[src/rtl/alu_issue_stage.sv]
// alu_issue_stage: ALU issue register with operand select, EX/MEM forwarding, 2-entry skid buffer and flush (in: decode op + ex/mem bypass, out: valid/ready op a,b,aluc,rd,wreg)
module alu_issue_stage #(
  parameter int DW = 32,
  parameter int RW = 5
) (
  input  logic          clk,
  input  logic          rst,
  input  logic          flush,
  input  logic          in_valid,
  output logic          in_ready,
  input  logic [RW-1:0] in_rs,
  input  logic [RW-1:0] in_rt,
  input  logic [DW-1:0] in_qa,
  input  logic [DW-1:0] in_qb,
  input  logic [DW-1:0] in_imm,
  input  logic [4:0]    in_sa,
  input  logic          in_aluimm,
  input  logic          in_shift,
  input  logic [3:0]    in_aluc,
  input  logic [RW-1:0] in_rd,
  input  logic          in_wreg,
  input  logic          ex_wreg,
  input  logic [RW-1:0] ex_rd,
  input  logic [DW-1:0] ex_r,
  input  logic          mem_wreg,
  input  logic [RW-1:0] mem_rd,
  input  logic [DW-1:0] mem_r,
  output logic          out_valid,
  input  logic          out_ready,
  output logic [DW-1:0] out_a,
  output logic [DW-1:0] out_b,
  output logic [3:0]    out_aluc,
  output logic [RW-1:0] out_rd,
  output logic          out_wreg
);
  typedef enum logic [1:0] {EMPTY, ONE, TWO} state_t;
  state_t r_state, w_next;
  logic w_acc, w_load_out, w_load_sk, w_from_sk;
  logic [DW-1:0] w_fa, w_fb, w_a, w_b;
  logic [DW-1:0] r_a, r_b, r_sk_a, r_sk_b;
  logic [3:0] r_aluc, r_sk_aluc;
  logic [RW-1:0] r_rd, r_sk_rd;
  logic r_wreg, r_sk_wreg;
  assign w_fa = (in_rs != '0 && ex_wreg && ex_rd == in_rs) ? ex_r :
                (in_rs != '0 && mem_wreg && mem_rd == in_rs) ? mem_r : in_qa;
  assign w_fb = (in_rt != '0 && ex_wreg && ex_rd == in_rt) ? ex_r :
                (in_rt != '0 && mem_wreg && mem_rd == in_rt) ? mem_r : in_qb;
  assign w_a = in_shift ? {{(DW-5){1'b0}}, in_sa} : w_fa;
  assign w_b = in_aluimm ? in_imm : w_fb;
  assign in_ready  = r_state != TWO;
  assign out_valid = r_state != EMPTY;
  assign w_acc      = in_valid & in_ready;
  assign w_load_out = w_acc & (r_state == EMPTY | out_ready);
  assign w_load_sk  = w_acc & (r_state == ONE) & ~out_ready;
  assign w_from_sk  = (r_state == TWO) & out_ready;
  always_comb begin
    w_next = flush ? EMPTY :
             r_state == EMPTY ? (w_acc ? ONE : EMPTY) :
             r_state == ONE   ? (w_acc ? (out_ready ? ONE : TWO) : (out_ready ? EMPTY : ONE)) :
                                (out_ready ? ONE : TWO);
  end
  always_ff @(posedge clk) begin
    if (rst) r_state <= EMPTY;
    else     r_state <= w_next;
  end
  always_ff @(posedge clk) begin
    if (rst) begin
      r_a <= '0; r_b <= '0; r_aluc <= '0; r_rd <= '0; r_wreg <= 1'b0;
      r_sk_a <= '0; r_sk_b <= '0; r_sk_aluc <= '0; r_sk_rd <= '0; r_sk_wreg <= 1'b0;
    end else begin
      if (w_load_out) begin
        r_a <= w_a; r_b <= w_b; r_aluc <= in_aluc; r_rd <= in_rd; r_wreg <= in_wreg;
      end else if (w_from_sk) begin
        r_a <= r_sk_a; r_b <= r_sk_b; r_aluc <= r_sk_aluc; r_rd <= r_sk_rd; r_wreg <= r_sk_wreg;
      end
      if (w_load_sk) begin
        r_sk_a <= w_a; r_sk_b <= w_b; r_sk_aluc <= in_aluc; r_sk_rd <= in_rd; r_sk_wreg <= in_wreg;
      end
    end
  end
  assign out_a    = r_a;
  assign out_b    = r_b;
  assign out_aluc = r_aluc;
  assign out_rd   = r_rd;
  assign out_wreg = r_wreg;
endmodule

[config.mk]
export PLATFORM = sky130hd
export DESIGN_NAME = alu_issue_stage
export DESIGN_NICKNAME = d
export VERILOG_FILES = /design/src/rtl/alu_issue_stage.sv
export SDC_FILE = /design/constraint.sdc
export NUM_CORES = 1
export LEC_CHECK = 0
export ABC_AREA = 1
export CORE_ASPECT_RATIO = 0.8
export CORE_MARGIN = 2
export CORE_UTILIZATION = 30
export DETAILED_ROUTE_END_ITERATION = 7
export SLEW_MARGIN = 20
export SYNTH_ARGS = -nofsm -noshare
export SYNTH_HDL_FRONTEND = slang
export SYNTH_SLANG_ARGS = --single-unit
[constraint.sdc]
create_clock -name clk -period 1.67 [get_ports clk]
set_input_delay 0.334 -clock clk [delete_from_list [all_inputs] [get_ports clk]]
set_output_delay 0.334 -clock clk [all_outputs]
set_load 0.005 [all_outputs]
Word-level counts from Yosys, hierarchy flattened
Cells that the tools add are included.
Widths: inputs -> output; s select.

operators by class
  $add $sub $neg = 0
  $mul = 0
  div/mod/pow operators = 0
  $lt $le $gt $ge = 0
  equality and inequality tests = 7
  shift-type cells = 0
  multiplexer cells = 22
  bitwise gates (word level) = 7
  reduce and logical (&&, ||, !) cells = 14

operators by type and width
  kind                number
  $mux 32             10
  $eq 5x5->1          4
  $mux 5              2
  $reduce_bool 5->1   2
  $logic_and 1x1->1   8
  $mux 2              4
  $mux 4              2
  $and 1x1->1         5
  $mux 1              4
  $reduce_bool 2->1   2
  $eq 2x1->1 const B  1
  $eq 2x2->1 const B  1
  $logic_not 2->1     1
  $ne 2x2->1 const B  1
  $reduce_or 2->1     1
  $not 1->1           1
  $or 1x1->1          1

storage, ports and cells
  register bits after elaboration = 150
  latch bits = 0
  memory bits (writable) = 0
  bits in read-only memories = 0
  input port bits = 204
  output and inout bits = 76
  word-level logic and storage cells = 61
  memories kept = 0

Longest topological paths before layout
Gate-level depths: netlist of run 1.

  word-level depth = 7
  mapped depth = 14
  mapped depth without buffers = 13

Least setup slack after synthesis of run 1
Ideal clock, no wire load.

  path kind = input port to flip-flop
  start point = input in_rt[4]
  end point = register r_sk_b[10]
  setup time = 0.113 ns
  data arrival time = 1.325 ns
  required time = 1.557 ns
  path slack = 0.232 ns
  stages on the path = 11
  path buffers = 1
  cells stage by stage = inv_2 nand3_1 nor2_2 nor2_2 nand2_1 buf_2 nand3_1 nand2_1 nand2_1 o21ai_1 inv_1

between the ends
  longest elaborated chain between the ends = 6
  elaborated cells on any way between the ends = 10
  classes of those cells = eq/ne: 2; mux: 3; reduce/logical: 5

ends and longest elaborated chain
  element                          RTL line  source
  start, declared                  12        input logic [RW-1:0] in_rt,
  $reduce_bool 5->1                46, 47
  $logic_and 1x1->1 (2 in series)  47        (in_rt != '0 && mem_wreg && mem_rd == in_rt) ? mem_r : in_qb;
  $mux 32                          47
  $mux 32 *                        46        assign w_fb = (in_rt != '0 && ex_wreg && ex_rd == in_rt) ? ex_r :
  $mux 32 *                        49        assign w_b = in_aluimm ? in_imm : w_fb;
  end signal, assigned             77        r_sk_a <= w_a; r_sk_b <= w_b; r_sk_aluc <= in_aluc; r_sk_rd <= in_rd; r_sk_wreg <= in_wreg;
  end, declared                    40        logic [DW-1:0] r_a, r_b, r_sk_a, r_sk_b;

Mark *: on every way between the ends. The rest lies on a longest branch, timed or not.
A chain may end at the register's enable or synchronous reset.

Worst setup path in the final report of run 1
  start point = register r_b[1], in the netlist out_b[1]
  end point = output out_b[1]

RTL lines
  element                 RTL line  source
  start, declared         40
  start signal, assigned  72        r_a <= w_a; r_b <= w_b; r_aluc <= in_aluc; r_rd <= in_rd; r_wreg <= in_wreg;
  start signal, assigned  74        r_a <= r_sk_a; r_b <= r_sk_b; r_aluc <= r_sk_aluc; r_rd <= r_sk_rd; r_wreg <= r_sk_wreg;
  end, declared           31        output logic [DW-1:0] out_b,

No word-level cell between the ends.

==> summary.md, run 1 <==
| Metric | Value |
|---|---|
| Run status | finished, final reports clean |
| Starting DRC count in detailed routing | 921 |
| Via density | 5.11 |
| DRT Pass-1 Iters | 5 |
| Req. time, crit path | 1.34 ns |
| Hold Fails Final Rpt | 0 |
| Synth Cell Area | 0.00861 mm2 |
| Total wire length | around 42000 um |
| Via Count | approximately 11000 |
| Commonest cells in the synthesized netlist | 383 x nand2_1, 192 x nand3_1, 150 x dfxtp_1 |
| Sequential Area | 0.00303 mm2 |
| Clock Tree Root | clkbuf_16 |
| Max Clk Rate | 604 MHz |
| Clock skew | 0.0115 ns |
| Buf+Inv Stages, Crit Path | 1 |
| Largest area contributor in the netlist | dfxtp_1 |
| Syn nets | about 1600 |
| Die Wd | 193 um |
| CP Class | flip-flop to primary output |
| Hold Buf Count CTS | 0 |
| Core area | 0.0283 mm2 |
| Clock-pin slew on the worst setup and hold paths | 0.07 ns |
| Top cell type's share of synthesized area | 34.9% |
| CTS max path bufs | 2 |
| Filler instances | 2842 |
| CTS tree | yes |
| Endpoint type of the worst setup path | primary output |
| Worst min-delay path class | input pin to flip-flop |
| Critical Path Start Type | flip-flop |
| FP Rows | 55 |
| Post-route ant nets | 0 |
| IO Pins | 280 |
| Total power | 10.0 mW |
| Synth async-reset ratio | 0% |
| RSZ-0062 raised after global routing | yes |
| Total of max-cap violations | 0 |
| Yosys reg bits | 150 |
| Reg-to-reg critical path startpoint | r_state[0]$_SDFF_PP0_ |
| Syn Inst Count | 1417 |
| Crit path from | out_b[1]$_SDFFE_PP0P_ |
| Final Max Slew Viols | 0 |
| Count leader, synth | nand2_1 |
| Tmin final | 1.66 ns |
| Nets@finish | 1910 |
| Leak | 6.58 nW |
| Htree depth | 4 |
| Arrival @ worst endpoint | 1.32 ns |
| Top FF cell, synth | dfxtp_1 |
| Total track usage | 26.2% |
| Actual slew at the worst max-slew pin | 0.378 ns |
| Top cells by area, synth | dfxtp_1 35%, nand2_1 17%, nand3_1 11%, a21oi_1 7.3%, o21ai_0 6.7% |
| First-pass GRT wire length | 60500 um |
| Initial antenna violation count | 2 |
| Synth-to-Final Area Change | 58.2% |
| DIE HEIGHT | 156 um |
| Number of global-route vias before repair | 9805 |
| EDFF count, synth | 0 |
| Largest net degree at the start of global routing | 58 |
| DP Wirelength | between 20000 and 30000 um |
| Post-synthesis average cell area | 6.08 um2 |
| CTS Sinks | 150 |
| YS warnings | 0 |
| Post-DP Area | 0.0122 mm2 |
| Max Fanout on Critical Path | 2 |
| R2R setup slack | 0.03 ns |
| Number of port buffers | ~280 |
| Crit-path max cell delay | between 0.5 and 0.6 ns |
| Highest-delay cell along the critical path | clkdlybuf4s50_1 |
| Relative slew slack | 74.8% |
| Final instance area | 0.0136 mm2 |
| Gpl congestion | 0.931 |
| Average wire per standard cell | ~20 um |
| DRC violations left | 0 |
| Netlist cell types | 23 |
| Top cell family by delay on the critical path | buffers and inverters |
| Initial Util | 30.4% |
| Hold_ws | ~0.36 ns |
| Fin crit share | between 90% and 100% |
| Hold_sp | rst |
| Die area | 0.0301 mm2 |
| Pwr dens | 737 mW/mm2 |
| Worst path cell trace | clkdlybuf4s50_1 |
| Peak supply drop | 0.724 mV |
| Clk Latency, worst-skew pair | 0.43 ns |
| Final setup violation count | 0 |
| Total CTS buffers | 17 |
| Grt ovf | 0 |
| Sequential fraction of the synthesis area | 34.9% |
| Area of the multi-input gates | 0.00480 mm2 |
| Layout cells sized above 1 | 14.0% |
flip-flops by register name, summed over array words and instances, names as in the netlist:
signal / cells
out_a: 32
out_rd: 5
r_sk_aluc: 4
r_sk_a: 32
out_aluc: 4
out_b: 32
r_sk_rd: 5
out_wreg: 1
r_sk_wreg: 1
r_sk_b: 32
r_state: 2
report_power, final:
part | leakage, nW | switching (mW) | internal, mW
logic | 5.08 | 1.22 | 1.15
clock network | 0.267 | 1.76 | 2.06
registers | 1.23 | 0.0981 | 3.76
total | 6.58 | 3.08 | 6.97
layer usage:
layer	vias to the layer above	routed length [um]	GRT usage (%)
met5	-	0	0
met4	0	885	6.54
met3	49	3020	4.78
met2	489	18800	40.7
met1	4971	18900	37.4
li1	5181	-	-
cell families after synthesis:
group | synth area share (%)
AO/OA/AOI/OAI | 19.2
XOR/XNOR | 0.102
adder cells (fa/ha/maj) | 0.145
AND/OR/NAND/NOR | 33.6
buffers and inverters | 12.1
flip-flops | 34.9
final timing paths:
kind | cells past startpoint | endpoint
worst max-delay path | 1 | out_b[1]
worst min-delay path | 3 | out_aluc[1]$_SDFFE_PP0P_
worst max register to register | 10 | r_sk_b[17]$_SDFFE_PP0P_
worst min register to register | 2 | out_a[27]$_SDFFE_PP0P_
area by class of cell:
type / instances / area share, %
Multi-Input combinational cell: 1011 / 35.2
Timing Repair Buffer: 371 / 30.7
Sequential cell: 150 / 22.2
Inverter: 154 / 4.26
Clock buffer: 22 / 3.48
Tap cell: 370 / 3.40
Clock inverter: 10 / 0.634
Antenna cell: 3 / 0.0551
timing repair:
item                       4_1_cts  5_1_grt
buffers inserted                 9        2
resized for setup              101       78
pin swaps                       22       24
cloned                           6       11
setup endpoints to repair      139      148
per-stage QoR:
step	instances	worst slack, ns	TNS (ns)	util, %
floorplan	1417	0.232	0	-
global placement	2030	-0.723	-79.71	43.1
detailed placement	2030	-0.692	-76.68	43.1
CTS	2075	-0.0143	-0.0143	46.6
global route	2090	-0.0367	-0.123	48.2
finish	2091	0.0138	0	48.2
cell usage in the layout, fill, tap and decap left out, types with 6 or more instances in the layout:
cell | Yosys | final
inv_1 | 139 | 135
o21ai_0 | 115 | 112
dfxtp_1 | 150 | 134
o21ai_1 | 67 | 64
nor2_4 | 7 | 10
nand3_2 | 0 | 11
buf_4 | 7 | 34
nand2_2 | 4 | 42
a21oi_1 | 125 | 123
clkbuf_16 | 0 | 27
buf_16 | 0 | 7
inv_2 | 15 | 18
a31oi_1 | 17 | 17
nand3_1 | 192 | 181
buf_12 | 0 | 26
buf_6 | 0 | 12
nand2_1 | 383 | 342
clkdlybuf4s50_1 | 0 | 231
dlymetal6s2s_1 | 0 | 21
nor2_1 | 92 | 90
dfxtp_2 | 0 | 14
dlygate4sd2_1 | 0 | 18
o21ai_2 | 0 | 6
No activity file was read; power rests on OpenSTA's default activity.
==> run 2, diff against run 1 <==
- CAP_MARGIN: default -> 15
==> results of run 2 <==
No change in the layout: final DEF, timing and power equal those of run 1.
==> run 3, diff against run 2 <==
- CTS_BUF_LIST: default -> sky130_fd_sc_hd__clkbuf_8
==> run 3 against run 2 <==
  * Die area did not move
  * Combinational power about the same
  * Global-route usage increased by 0.12 points
  * Critical path depth is 11 higher
  * Cell count up 0.29%
  * Routed wire length decreased by 0.93%
  * Largest cell class unchanged
  * Sequential power is essentially flat
  * Utilization fell by 0.46 points
  * Fmax decreased by 0.20%
  * Count of clock-buffer cells in the layout shrank 2
  * Clock skew increased by 0.012 ns
==> summary.md, run 3 (synthesis results as in run 1) <==
| Metric | Value |
|---|---|
| DRT Pass-1 Iters | 6 (was 5) |
| First-pass GRT wire length | 60700 um (was 60500 um) |
| CTS Sinks | 150 (unchanged) |
| IO Pins | 280 (unchanged) |
| Via Count | 10697 (was 10690) |
| Fin crit share | 99.4% (was 99.2%) |
| Initial antenna violation count | 6 (was 2) |
| Final setup violation count | 0 (unchanged) |
| Critical Path Start Type | input pin (was flip-flop) |
| Endpoint type of the worst setup path | flip-flop (was primary output) |
| DIE HEIGHT | 156 um (unchanged) |
| Arrival @ worst endpoint | 2.02 ns (was 1.32 ns) |
| Total of max-cap violations | 0 (unchanged) |
| Die area | 0.0301 mm2 (unchanged) |
| Hold_sp | rst (unchanged) |
| Starting DRC count in detailed routing | 944 (was 921) |
| Peak supply drop | 0.488 mV (was 0.724 mV) |
| Reg-to-reg critical path startpoint | r_state[0]$_SDFF_PP0_ (unchanged) |
| RSZ-0062 raised after global routing | yes (unchanged) |
| Synth-to-Final Area Change | 56.7% (was 58.2%) |
| Place WS | -0.692 ns (unchanged) |
| Most frequent cells in the layout | 340 x nand2_1, 182 x nand3_1, 182 x clkdlybuf4s50_1 (was 342 x nand2_1, 231 x clkdlybuf4s50_1, 181 x nand3_1) |
| Grt ovf | 0 (unchanged) |
| Clock-pin slew on the worst setup and hold paths | 0.10 ns (was 0.07 ns) |
| Worst path cell trace | clkdlybuf4s50_1 -> nand3_2 -> nor2_4 -> buf_6 -> buf_16 -> nand3_1 -> nand2_1 -> inv_1 -> nand2_1 -> nand2_1 -> o21ai_1 -> inv_1 (was clkdlybuf4s50_1) |
| FP Rows | 55 (unchanged) |
| Total wire length | 41200 um (was 41600 um) |
| Total track usage | 26.3% (was 26.2%) |
| Pint | 6.07 mW (was 6.97 mW) |
| Clock skew | 0.0230 ns (was 0.0115 ns) |
| DP Wirelength | 29000 um (unchanged) |
| Clk pwr share | 31.0% (was 38.1%) |
| Reg2Reg Depth | 9 (was 10) |
| R2R setup slack | 0.12 ns (was 0.03 ns) |
| Sw Pwr | 2.95 mW (was 3.08 mW) |
| Tmin final | 1.66 ns (about the same) |
| Actual slew at the worst max-slew pin | 0.385 ns (was 0.378 ns) |
| Final Max Slew Viols | 0 (unchanged) |
| Worst R2R End | r_sk_b[14]$_SDFFE_PP0P_ (was r_sk_b[17]$_SDFFE_PP0P_) |
| Most used cell along the critical path | nand2_1 |
| Hold Fails Final Rpt | 0 (unchanged) |
| Sequential fraction of design power | 42.8% (was 38.3%) |
| Combinational fraction of design power | 26.2% (was 23.6%) |
| Largest net degree at the start of global routing | 58 (unchanged) |
| Hold_ws | 0.307 ns (was 0.358 ns) |
| Htree depth | 4 (unchanged) |
| Most common cell after layout, fill and taps aside | nand2_1 (unchanged) |
| Setup tns final | 0 ns (unchanged) |
| Req. time, crit path | 2.03 ns (was 1.34 ns) |
| Total CTS buffers | 17 (unchanged) |
| Gpl congestion | 0.931 (unchanged) |
| CP Class | input pin to flip-flop (was flip-flop to primary output) |
| Hold Buf Count CTS | 0 (unchanged) |
| Highest-delay cell along the critical path | clkdlybuf4s50_1 (unchanged) |
| Number of port buffers | 279 (unchanged) |
| Switching share of power | 32.7% (was 30.6%) |
| CTS max path bufs | 2 (unchanged) |
| Max Clk Rate | 603 MHz (was 604 MHz) |
| Number of global-route vias before repair | 9833 (was 9805) |
| Pwr dens | 668 mW/mm2 (was 737 mW/mm2) |
| Die Wd | 193 um (unchanged) |
| Worst min-delay path class | input pin to flip-flop (unchanged) |
| Filler instances | 2895 (was 2842) |
| Post-route ant nets | 0 (unchanged) |
| Hold depth | 3 (unchanged) |
| DRC violations left | 0 (unchanged) |
| Via density | 5.10 (was 5.11) |
| Max Fanout on Critical Path | 16 (was 2) |
| Crit-path max cell delay | 0.50 ns (was 0.51 ns) |
| Clock Tree Root | clkbuf_8 (was clkbuf_16) |
| Leak | 6.81 nW (was 6.58 nW) |
| Clk Latency, worst-skew pair | 0.47 ns (was 0.43 ns) |
| Final Worst Setup Slack | 0.0105 ns (was 0.0138 ns) |
| Average wire per standard cell | 19.7 um (was 19.9 um) |
| Hold Path Sink | out_aluc[1]$_SDFFE_PP0P_ (unchanged) |
| Core area | 0.0283 mm2 (unchanged) |
| Nets@finish | 1912 (was 1910) |
| Initial Util | 30.4% (unchanged) |
| Relative slew slack | 74.3% (was 74.8%) |
| Layout cells sized above 1 | 15.5% (was 14.0%) |
| CTS tree | yes (unchanged) |
| Run status | finished, final reports clean (unchanged) |
-- run 3: final cells by class --
type | instances | area, um2 | area share [%]
diodes | 7 | 17.5 | 0.130
clock buffers | 20 | 275 | 2.04
clock inverters | 12 | 93.8 | 0.695
inverters | 154 | 581 | 4.30
multi-input cells | 1012 | 4830 | 35.8
flip-flops and latches | 150 | 3060 | 22.7
well taps | 370 | 463 | 3.43
repair buffers | 372 | 4180 | 30.9
-- run 3: power by group through the flow --
stage / Sequential, mW / Clock [mW] / Combinational, mW
floorplan: 3.92 / 0 / 0.901
global placement: 3.93 / 0 / 2.18
detailed placement: 3.93 / 0 / 2.17
CTS: 3.86 / 2.86 / 2.25
global route: 3.88 / 3.01 / 2.55
finish: 3.86 / 2.80 / 2.36
-- run 3: metrics by stage --
stage                     total power [mW]  area (um2)  util, %  std cells
after floorplan                       4.82        8610        -       1417
after global placement                6.11       12200     43.1       2030
after detailed placement              6.10       12200     43.1       2030
after CTS                             8.96       12900     45.6       2074
after global routing                  9.45       13500     47.7       2094
final                                 9.02       13500     47.7       2097
-- run 3: what timing repair did --
item / CTS / global route
setup buffers: 6 / 8
pin swaps: 12 / 22
endpoints found under the setup margin: 193 / 153
resized for setup: 152 / 103
gates cloned: 7 / 8
-- run 3: worst max path at each step --
stage	from	endpoint	slack [ns]	cells past startpoint
4_1_cts	ex_rd[0]	out_b[5]$_SDFFE_PP0P_	-0.009	13
2_1_floorplan	in_rt[4]	r_sk_b[10]$_SDFFE_PP0P_	0.23	11
3_3_place_gp	in_rt[2]	r_sk_b[21]$_SDFFE_PP0P_	-0.72	13
6_report	ex_wreg	r_sk_b[14]$_SDFFE_PP0P_	0.01	12
5_1_grt	in_rt[4]	r_sk_b[7]$_SDFFE_PP0P_	-0.04	15
3_5_place_dp	in_rt[2]	r_sk_b[17]$_SDFFE_PP0P_	-0.69	13
-- run 3: metal layers --
metal	share of wire [%]	global-route usage, %
met3	7.5	4.80
met5	0	0
met1	46	37.3
met2	45	41.1
met4	1.8	6.87
-- run 3: critical path, delay by kind of cell --
| kind | cells | cell delay (ns) |
|---|---|---|
| AOI/OAI and AO/OA | 1 | 0.13 |
| buffers and inverters | 5 | 0.90 |
| and+or+nand+nor | 6 | 0.66 |
